==> src/rtl/bcd_serial_add_ctrl_pkg.sv <==
// Shared definitions for the digit-serial BCD adder controller:
// state encoding and BCD digit constants.
package bcd_serial_add_ctrl_pkg;

   localparam int DIGIT_W  = 4;
   localparam int BCD_MAX  = 9;
   localparam int BCD_CORR = 6;

   typedef enum logic [1:0] {
      ST_IDLE = 2'd0,
      ST_LOAD = 2'd1,
      ST_ADD  = 2'd2,
      ST_DONE = 2'd3
   } state_t;

endpackage

==> src/rtl/bcd_serial_add_ctrl_digit_add.sv <==
// One-digit BCD adder cell: x + y + ci with decimal correction, plus a flag
// for operand digits outside 0..9.
module bcd_digit_add
   import bcd_serial_add_ctrl_pkg::*;
(
   input  logic [DIGIT_W-1:0] x,
   input  logic [DIGIT_W-1:0] y,
   input  logic               ci,
   output logic [DIGIT_W-1:0] d,
   output logic               co,
   output logic               bad
);

   localparam int SW = DIGIT_W + 1;

   logic [SW-1:0] s;
   logic [SW-1:0] s_corr;

   always_comb begin
      s      = {1'b0, x} + {1'b0, y} + {{DIGIT_W{1'b0}}, ci};
      // 5-bit wrap of s+6 leaves the low nibble equal to (s+6) mod 16
      s_corr = s + SW'(BCD_CORR);
      if (s > SW'(BCD_MAX)) begin
         d  = s_corr[DIGIT_W-1:0];
         co = 1'b1;
      end else begin
         d  = s[DIGIT_W-1:0];
         co = 1'b0;
      end
      bad = (x > DIGIT_W'(BCD_MAX)) || (y > DIGIT_W'(BCD_MAX));
   end

endmodule

==> src/rtl/bcd_serial_add_ctrl.sv <==
// Digit-serial BCD adder controller: captures two NDIGITS-digit operands on
// start and adds them LSD first through one shared digit cell.
module bcd_serial_add_ctrl
   import bcd_serial_add_ctrl_pkg::*;
#(
   parameter int NDIGITS = 4
) (
   input  logic                   CLOCK_50,
   input  logic                   RESETN,
   input  logic                   start,
   input  logic                   cin,
   input  logic [4*NDIGITS-1:0]   a,
   input  logic [4*NDIGITS-1:0]   b,
   output logic                   busy,
   output logic                   done,
   output logic [4*NDIGITS-1:0]   sum,
   output logic                   cout,
   output logic                   err
);

   localparam int W     = DIGIT_W * NDIGITS;
   localparam int IDX_W = (NDIGITS > 1) ? $clog2(NDIGITS) : 1;
   localparam logic [IDX_W-1:0] LAST_IDX = IDX_W'(NDIGITS - 1);

   state_t             state_q, state_d;
   logic [W-1:0]       a_q, a_d;
   logic [W-1:0]       b_q, b_d;
   logic [W-1:0]       sum_q, sum_d;
   logic [IDX_W-1:0]   idx_q, idx_d;
   logic               carry_q, carry_d;
   logic               cout_q, cout_d;
   logic               err_q, err_d;
   logic               busy_q, busy_d;
   logic               done_q, done_d;

   logic [DIGIT_W-1:0] a_dig, b_dig, dig;
   logic               dig_co, dig_bad;

   always_comb begin
      a_dig = '0;
      b_dig = '0;
      for (int i = 0; i < NDIGITS; i++) begin
         if (idx_q == IDX_W'(i)) begin
            a_dig = a_q[i*DIGIT_W +: DIGIT_W];
            b_dig = b_q[i*DIGIT_W +: DIGIT_W];
         end
      end
   end

   bcd_digit_add u_digit (
      .x   (a_dig),
      .y   (b_dig),
      .ci  (carry_q),
      .d   (dig),
      .co  (dig_co),
      .bad (dig_bad)
   );

   always_comb begin
      state_d = state_q;
      a_d     = a_q;
      b_d     = b_q;
      sum_d   = sum_q;
      idx_d   = idx_q;
      carry_d = carry_q;
      cout_d  = cout_q;
      err_d   = err_q;

      unique case (state_q)
         ST_IDLE: begin
            if (start) begin
               a_d     = a;
               b_d     = b;
               carry_d = cin;
               err_d   = 1'b0;
               idx_d   = '0;
               state_d = ST_LOAD;
            end
         end
         ST_LOAD: state_d = ST_ADD;
         ST_ADD: begin
            for (int i = 0; i < NDIGITS; i++) begin
               if (idx_q == IDX_W'(i)) sum_d[i*DIGIT_W +: DIGIT_W] = dig;
            end
            carry_d = dig_co;
            err_d   = err_q | dig_bad;
            idx_d   = idx_q + IDX_W'(1);
            if (idx_q == LAST_IDX) begin
               cout_d  = dig_co;
               idx_d   = '0;
               state_d = ST_DONE;
            end
         end
         ST_DONE: state_d = ST_IDLE;
         default: state_d = ST_IDLE;
      endcase

      // Status flags are registered from the next state so they align with it
      busy_d = (state_d == ST_LOAD) || (state_d == ST_ADD);
      done_d = (state_d == ST_DONE);
   end

   always_ff @(posedge CLOCK_50 or negedge RESETN) begin
      if (!RESETN) begin
         state_q <= ST_IDLE;
         a_q     <= '0;
         b_q     <= '0;
         sum_q   <= '0;
         idx_q   <= '0;
         carry_q <= 1'b0;
         cout_q  <= 1'b0;
         err_q   <= 1'b0;
         busy_q  <= 1'b0;
         done_q  <= 1'b0;
      end else begin
         state_q <= state_d;
         a_q     <= a_d;
         b_q     <= b_d;
         sum_q   <= sum_d;
         idx_q   <= idx_d;
         carry_q <= carry_d;
         cout_q  <= cout_d;
         err_q   <= err_d;
         busy_q  <= busy_d;
         done_q  <= done_d;
      end
   end

   assign busy = busy_q;
   assign done = done_q;
   assign sum  = sum_q;
   assign cout = cout_q;
   assign err  = err_q;

endmodule

==> config.mk <==
export PLATFORM = sky130hd
export DESIGN_NAME = bcd_serial_add_ctrl
export DESIGN_NICKNAME = d
export VERILOG_FILES = /design/src/rtl/bcd_serial_add_ctrl_pkg.sv /design/src/rtl/bcd_serial_add_ctrl_digit_add.sv /design/src/rtl/bcd_serial_add_ctrl.sv
export SDC_FILE = /design/constraint.sdc
export NUM_CORES = 1
export LEC_CHECK = 0
export CORE_MARGIN = 5
export CORE_UTILIZATION = 40
export CTS_CLUSTER_SIZE = 8
export DETAILED_ROUTE_END_ITERATION = 10
export GPL_ROUTABILITY_DRIVEN = 0
export PLACE_DENSITY = 0.74
export SLEW_MARGIN = 20
export SYNTH_ARGS = -nofsm -noshare
export SYNTH_HDL_FRONTEND = slang
export SYNTH_HIERARCHICAL = 1
export SYNTH_SLANG_ARGS = --single-unit
==> constraint.sdc <==
create_clock -name CLOCK_50 -period 8.3 [get_ports CLOCK_50]
set_input_delay 0.83 -clock CLOCK_50 [delete_from_list [all_inputs] [get_ports CLOCK_50]]
set_output_delay 0.83 -clock CLOCK_50 [all_outputs]
set_load 0.02 [all_outputs]
* Word-level counts from Yosys, hierarchy flattened
Index checks and enable logic that the tools add are counted.
** Storage, ports and cells
- Output and inout bits :: 20
- Register bits after elaboration :: 57
** Operators by class
- Multiplexer cells :: 20
- Bitwise operators :: 1
- $lt $le $gt $ge :: 3
- Add/subtract/negate cells :: 4
- Equality and inequality tests :: 10
- Reduce and logical (&&, ||, !) cells :: 11
** Operators by type and width (number)
- $mux 4 :: 9
- $eq 2x2->1 const B :: 6
- $reduce_and 2->1 :: 6
- $gt 4x4->1 const B :: 2
- $mux 2 :: 4
- $pmux 2 s4 :: 1
- $eq 2x1->1 const B :: 3
- $add 4x4->5 :: 1
- $add 5x1->5 :: 1
- $gt 5x4->1 const B :: 1
- $add 4x3->4 const B :: 1
- $logic_not 2->1 :: 2
- $pmux 1 s2 :: 2
- $pmux 2 s2 :: 1
- $mux 1 :: 3
- $add 2x1->2 const B :: 1
- $logic_or 1x1->1 :: 2
- $ne 2x2->1 const B :: 1
- $reduce_bool 2->1 :: 1
- $or 1x1->1 :: 1

* Depth between registers and ports, before layout
- Depth after elaboration :: 10
- Mapped depth :: 14

* Hierarchy
Netlist, hierarchy kept.
** By module, submodules not included
- bcd_serial_add_ctrl :: times used 1, seq. area each 1426.4 sq um, cells an instance 181, area an instance 2573.7 sq um
- bcd_digit_add :: times used 1, seq. area each 0.0 sq um, cells an instance 25, area an instance 225.2 sq um

* Least setup slack after synthesis
No wires, ideal clock.
- Path kind :: register to register
- Start point :: register idx_q[0]
- End point :: register sum_q[11] (netlist: sum[11])
- Path slack :: 4.808 ns
- Arrival time :: 3.367 ns
- Data required time :: 8.175 ns
- Buffers on the path :: 1
- Cell stages (with the launch flop) :: 14
- Path through :: dfrtp_1 > ha_1 > nand2b_1 > buf_2 > o22ai_1 > a31oi_1 > fa_1 > fa_1 > xnor2_1 > ha_1 > a31o_1 > a2111oi_0 > nor2b_1 > mux2_2
** On the way
- Word-level cells in the longest chain between the ends :: 9
- Elaborated cells between the ends (all ways) :: 18
- Those cells by class :: add/sub (3); order compare (1); eq/ne (3); mux (9); reduce/logical (2)
** RTL lines
- start: declaration :: line bcd_serial_add_ctrl.sv:29 : logic [IDX_W-1:0] idx_q, idx_d;
- start signal: assignment :: line bcd_serial_add_ctrl.sv:120 : idx_q <= idx_d;
- $logic_not 2->1 :: line bcd_serial_add_ctrl.sv:43 : if (idx_q == IDX_W'(i)) begin
- $mux 4 (3 in series) :: line bcd_serial_add_ctrl.sv:43
- $mux 4 * :: line bcd_serial_add_ctrl.sv:43
- net b_dig[0] :: line bcd_serial_add_ctrl.sv:36 : logic [DIGIT_W-1:0] a_dig, b_dig, dig;
- $add 4x4->5 * :: line bcd_serial_add_ctrl_digit_add.sv:20 : s = {1'b0, x} + {1'b0, y} + {{DIGIT_W{1'b0}}, ci};
- $add 5x1->5 * :: line bcd_serial_add_ctrl_digit_add.sv:20
- $add 4x3->4 or $gt 5x4->1 (tied branches) :: line bcd_serial_add_ctrl_digit_add.sv:22, bcd_serial_add_ctrl_digit_add.sv:23
- $mux 4 * :: line bcd_serial_add_ctrl_digit_add.sv:23 : if (s > SW'(BCD_MAX)) begin
- net dig[3] :: line bcd_serial_add_ctrl.sv:36
- end signal: assignment :: line bcd_serial_add_ctrl.sv:119 : sum_q <= sum_d;
- end: declaration :: line bcd_serial_add_ctrl.sv:28 : logic [W-1:0] sum_q, sum_d;
Mark *: on every way through the listed nets, which the timed path passes. The rest lies on a longest branch.
A chain may end at the register's enable or synchronous reset.

* Worst setup path after layout
- Start point :: register idx_q[0]
- End point :: register sum_q[10] (netlist: sum[10])
The elaborated chain is that of the path after synthesis.

==> flow_metrics.py <==
metrics = {
    "finish": {
        "layout_common_cells": "dfrtp_1, clkdlybuf4s50_1, mux2_4, mux2_2, nand2_1",
        "fill_cells": 583,
        "finalNetCount": 315,
        "mostFrequentLayoutCell": "dfrtp_1",
        "area_delta_synth_final_pct": 28.3,
        "drive_above_1_share_pct": 25.1,
        "diodes": 0,
    },
    "detailed_routing": {
        "routedWlPerCell_um": 15.8,
        "wl_um": 5810,
        "vias": 1819,
        "vias_per_cell": 4.96,
        "drt_iter0_markers": 156,
        "drc_errors": 0,
        "drtAntennaViolNets": 0,
        "drt-pass1-iter-count": 4,
    },
    "timing": {
        "slew_headroom_pct": 54.0,
        "hold_viol": 0,
        "period_needed_ps": 4020,
        "slew_violations": 0,
        "min_period_over_period_pct": 48.4,
        "finClkSkew_ps": 10.9,
        "tns_ps": 0,
        "max_clock_freq_mhz": 249,
        "setup_viol": 0,
        "tightest_slew_ps": 690,
        "rsz0062_at_grt": "no",
    },
    "synthesis": {
        "ys.flop_type": "dfrtp_1",
        "synth_mux_area_share_pct": 24.0,
        "synth-simple-area-share_pct": 6.57,
        "synth_top_family_by_area": "multiplexers",
        "synth_seq_area_share_pct": 51.0,
        "ys_warn_count": 6,
        "ys_types": 30,
        "synthCells": 206,
        "synth-seq-cells": 57,
        "synth_area_leader_cell": "dfrtp_1",
        "async_flop_share_pct": 100,
        "yosys.area_share.adder_pct": 6.35,
        "synth_xor_area_share_pct": 0.626,
        "yosys-top-cells-area": "dfrtp_1, mux2_4, mux2_2, ha_1, nand3b_1",
        "synth_compound_area_share_pct": 8.54,
        "synth_area_um2": 2800,
        "synth_top_area_share_pct": 51.0,
        "synth_fp_nets": 255,
        "synth-edff-count": 0,
        "syn_avg_cell_area_um2": 13.6,
    },
    "outcome": {
        "outcome": "finished, final reports clean",
    },
    "setup_path": {
        "setup.worst_path.start": "idx_q[0]$_DFFE_PN0P_",
        "cp_data_required_time_ps": 8570,
        "crit_fanout": 8,
        "startpoint_type": "register",
        "r2r_end": "sum[10]$_DFFE_PN0P_",
        "rr_worst_depth": 11,
        "rrSetupSlack_ps": 4280,
        "max_stage_delay_ps": 510,
        "arrival_ps": 4280,
        "crit_path_top_delay_cell": "fa_1",
        "crit_chain": "ha_1 -> nor2_1 -> a31oi_1 -> fa_1 -> fa_1 -> xnor2_1 -> ha_1 -> a31o_1 -> o31ai_4 -> mux2i_1 -> mux2_2",
        "rr_startpoint": "idx_q[0]$_DFFE_PN0P_",
        "worst_setup_path_end_kind": "register",
        "worst-setup-path-type": "reg2reg",
    },
    "clock_network": {
        "clk_pin_slew_worst_paths_ps": 60,
        "h-tree-depth": 3,
        "clock_latency_ps": 340,
        "clkSinkCount": 57,
        "cts_buffers": 9,
        "cts_root_buffer": "clkbuf_8",
        "cts.path.max_buffers": 2,
        "post_cts_resized": 0,
        "post_cts_buffers": 0,
        "cts_tree": "done",
        "holdBufCountCts": 0,
    },
    "hold_path": {
        "hp-start": "sum[1]$_DFFE_PN0P_",
        "worstHoldPathType": "reg2reg",
        "holdPathStages": 1,
        "hold_end": "sum[1]$_DFFE_PN0P_",
    },
    "place": {
        "hpwl_um": 4290,
        "io_buffer_count": 55,
    },
    "floorplanning": {
        "pin_count": 56,
        "die_area_um2": 8770,
        "core_area_um2": 6790,
        "start_util_pct": 41.2,
        "die_w_um": 93.7,
        "die_h_um": 93.7,
        "num_rows": 30,
    },
    "global_route": {
        "grt_remaining_overflow": 0,
        "antenna_found_initial": 0,
        "grt_usage_pct": 14.2,
        "first_global_vias": 1845,
        "grt_max_degree": 58,
        "grt_pass1_wl_um": 9470,
    },
    "flow_run": {
        "cap_violations": 0,
    },
}
[layout make-up]
type / instances / area (µm²) / area share, %
Timing Repair Buffer: 56 / 553 / 15.4
Clock inverter: 3 / 15.0 / 0.418
Sequential cell: 57 / 1430 / 39.7
Multi-Input combinational cell: 134 / 1290 / 35.9
Inverter: 8 / 30.0 / 0.836
Clock buffer: 13 / 159 / 4.42
Tap cell: 96 / 120 / 3.34
[worst max-delay path: cells and delay by family, from the launching register on]
kind | cells | cell delay, ps
AOI/OAI and AO/OA | 3 | 810
xor gates and xnor gates | 1 | 180
adders and majority gates | 4 | 1480
DFF | 1 | 430
muxes | 2 | 610
and+or+nand+nor | 1 | 450
[logic make-up (layout without fill, tap and decap cells)]
kind of cell,after synthesis,after routing
fa+ha+maj,13,13
compound gates,35,35
buf+inv,15,80
mux,50,50
xor+xnor,2,2
simple gates,34,34
flops,57,57
[flip-flops by register name, indices dropped and copies added (netlist names)]
signal and flops:
carry_q 1, err 1, busy 1, state_q 2, cout 1, a_q 16, idx_q 2, b_q 16
done 1, sum 16
[how the worst max path moves through the flow]
| stage | to | slack (ps) | cells after the start |
|---|---|---|---|
| final | sum[10]$_DFFE_PN0P_ | 4280 | 11 |
| after global routing | sum[11]$_DFFE_PN0P_ | 4010 | 12 |
| after floorplan | sum[11]$_DFFE_PN0P_ | 4810 | 13 |
| after global placement | sum[6]$_DFFE_PN0P_ | 4540 | 12 |
| after CTS | sum[10]$_DFFE_PN0P_ | 4300 | 11 |
| after detailed placement | sum[14]$_DFFE_PN0P_ | 4320 | 11 |
[routing by layer]
layer	vias up	global-route usage [%]	part of all wire [%]
met1	883	18.2	44
li1	864	-	-
met5	-	0	0
met4	0	5.05	1.7
met3	9	5.61	6.3
met2	63	21.9	48
[cell usage after synthesis, types with 2 or more instances]
| cell | number |
|---|---|
| ha_1 | 11 |
| inv_1 | 8 |
| xnor2_1 | 2 |
| o21ai_0 | 4 |
| mux2_4 | 29 |
| nand2_1 | 13 |
| nor2_1 | 5 |
| nand2b_1 | 2 |
| buf_2 | 4 |
| buf_6 | 3 |
| mux2_2 | 20 |
| a21oi_1 | 7 |
| o22ai_1 | 8 |
| nand3b_1 | 8 |
| fa_1 | 2 |
| dfrtp_1 | 57 |
| nand3_1 | 2 |
| a31oi_1 | 8 |
| a32o_1 | 2 |
[metrics by stage]
step / util, % / instances / area [µm²] / hold slack, ps / setup WS, ps
floorplan: - / 206 / 2800 / 479 / 4810
global route: 52.9 / 367 / 3590 / 511 / 4010
finish: 52.9 / 367 / 3590 / 502 / 4280
detailed placement: 50.3 / 351 / 3420 / 493 / 4320
CTS: 52.9 / 367 / 3590 / 506 / 4300
global placement: 50.3 / 351 / 3420 / 488 / 4540
Power is left out: the tool's default activity adds up to more than one toggle a clock period on the data nets, which glitch-free logic cannot reach.
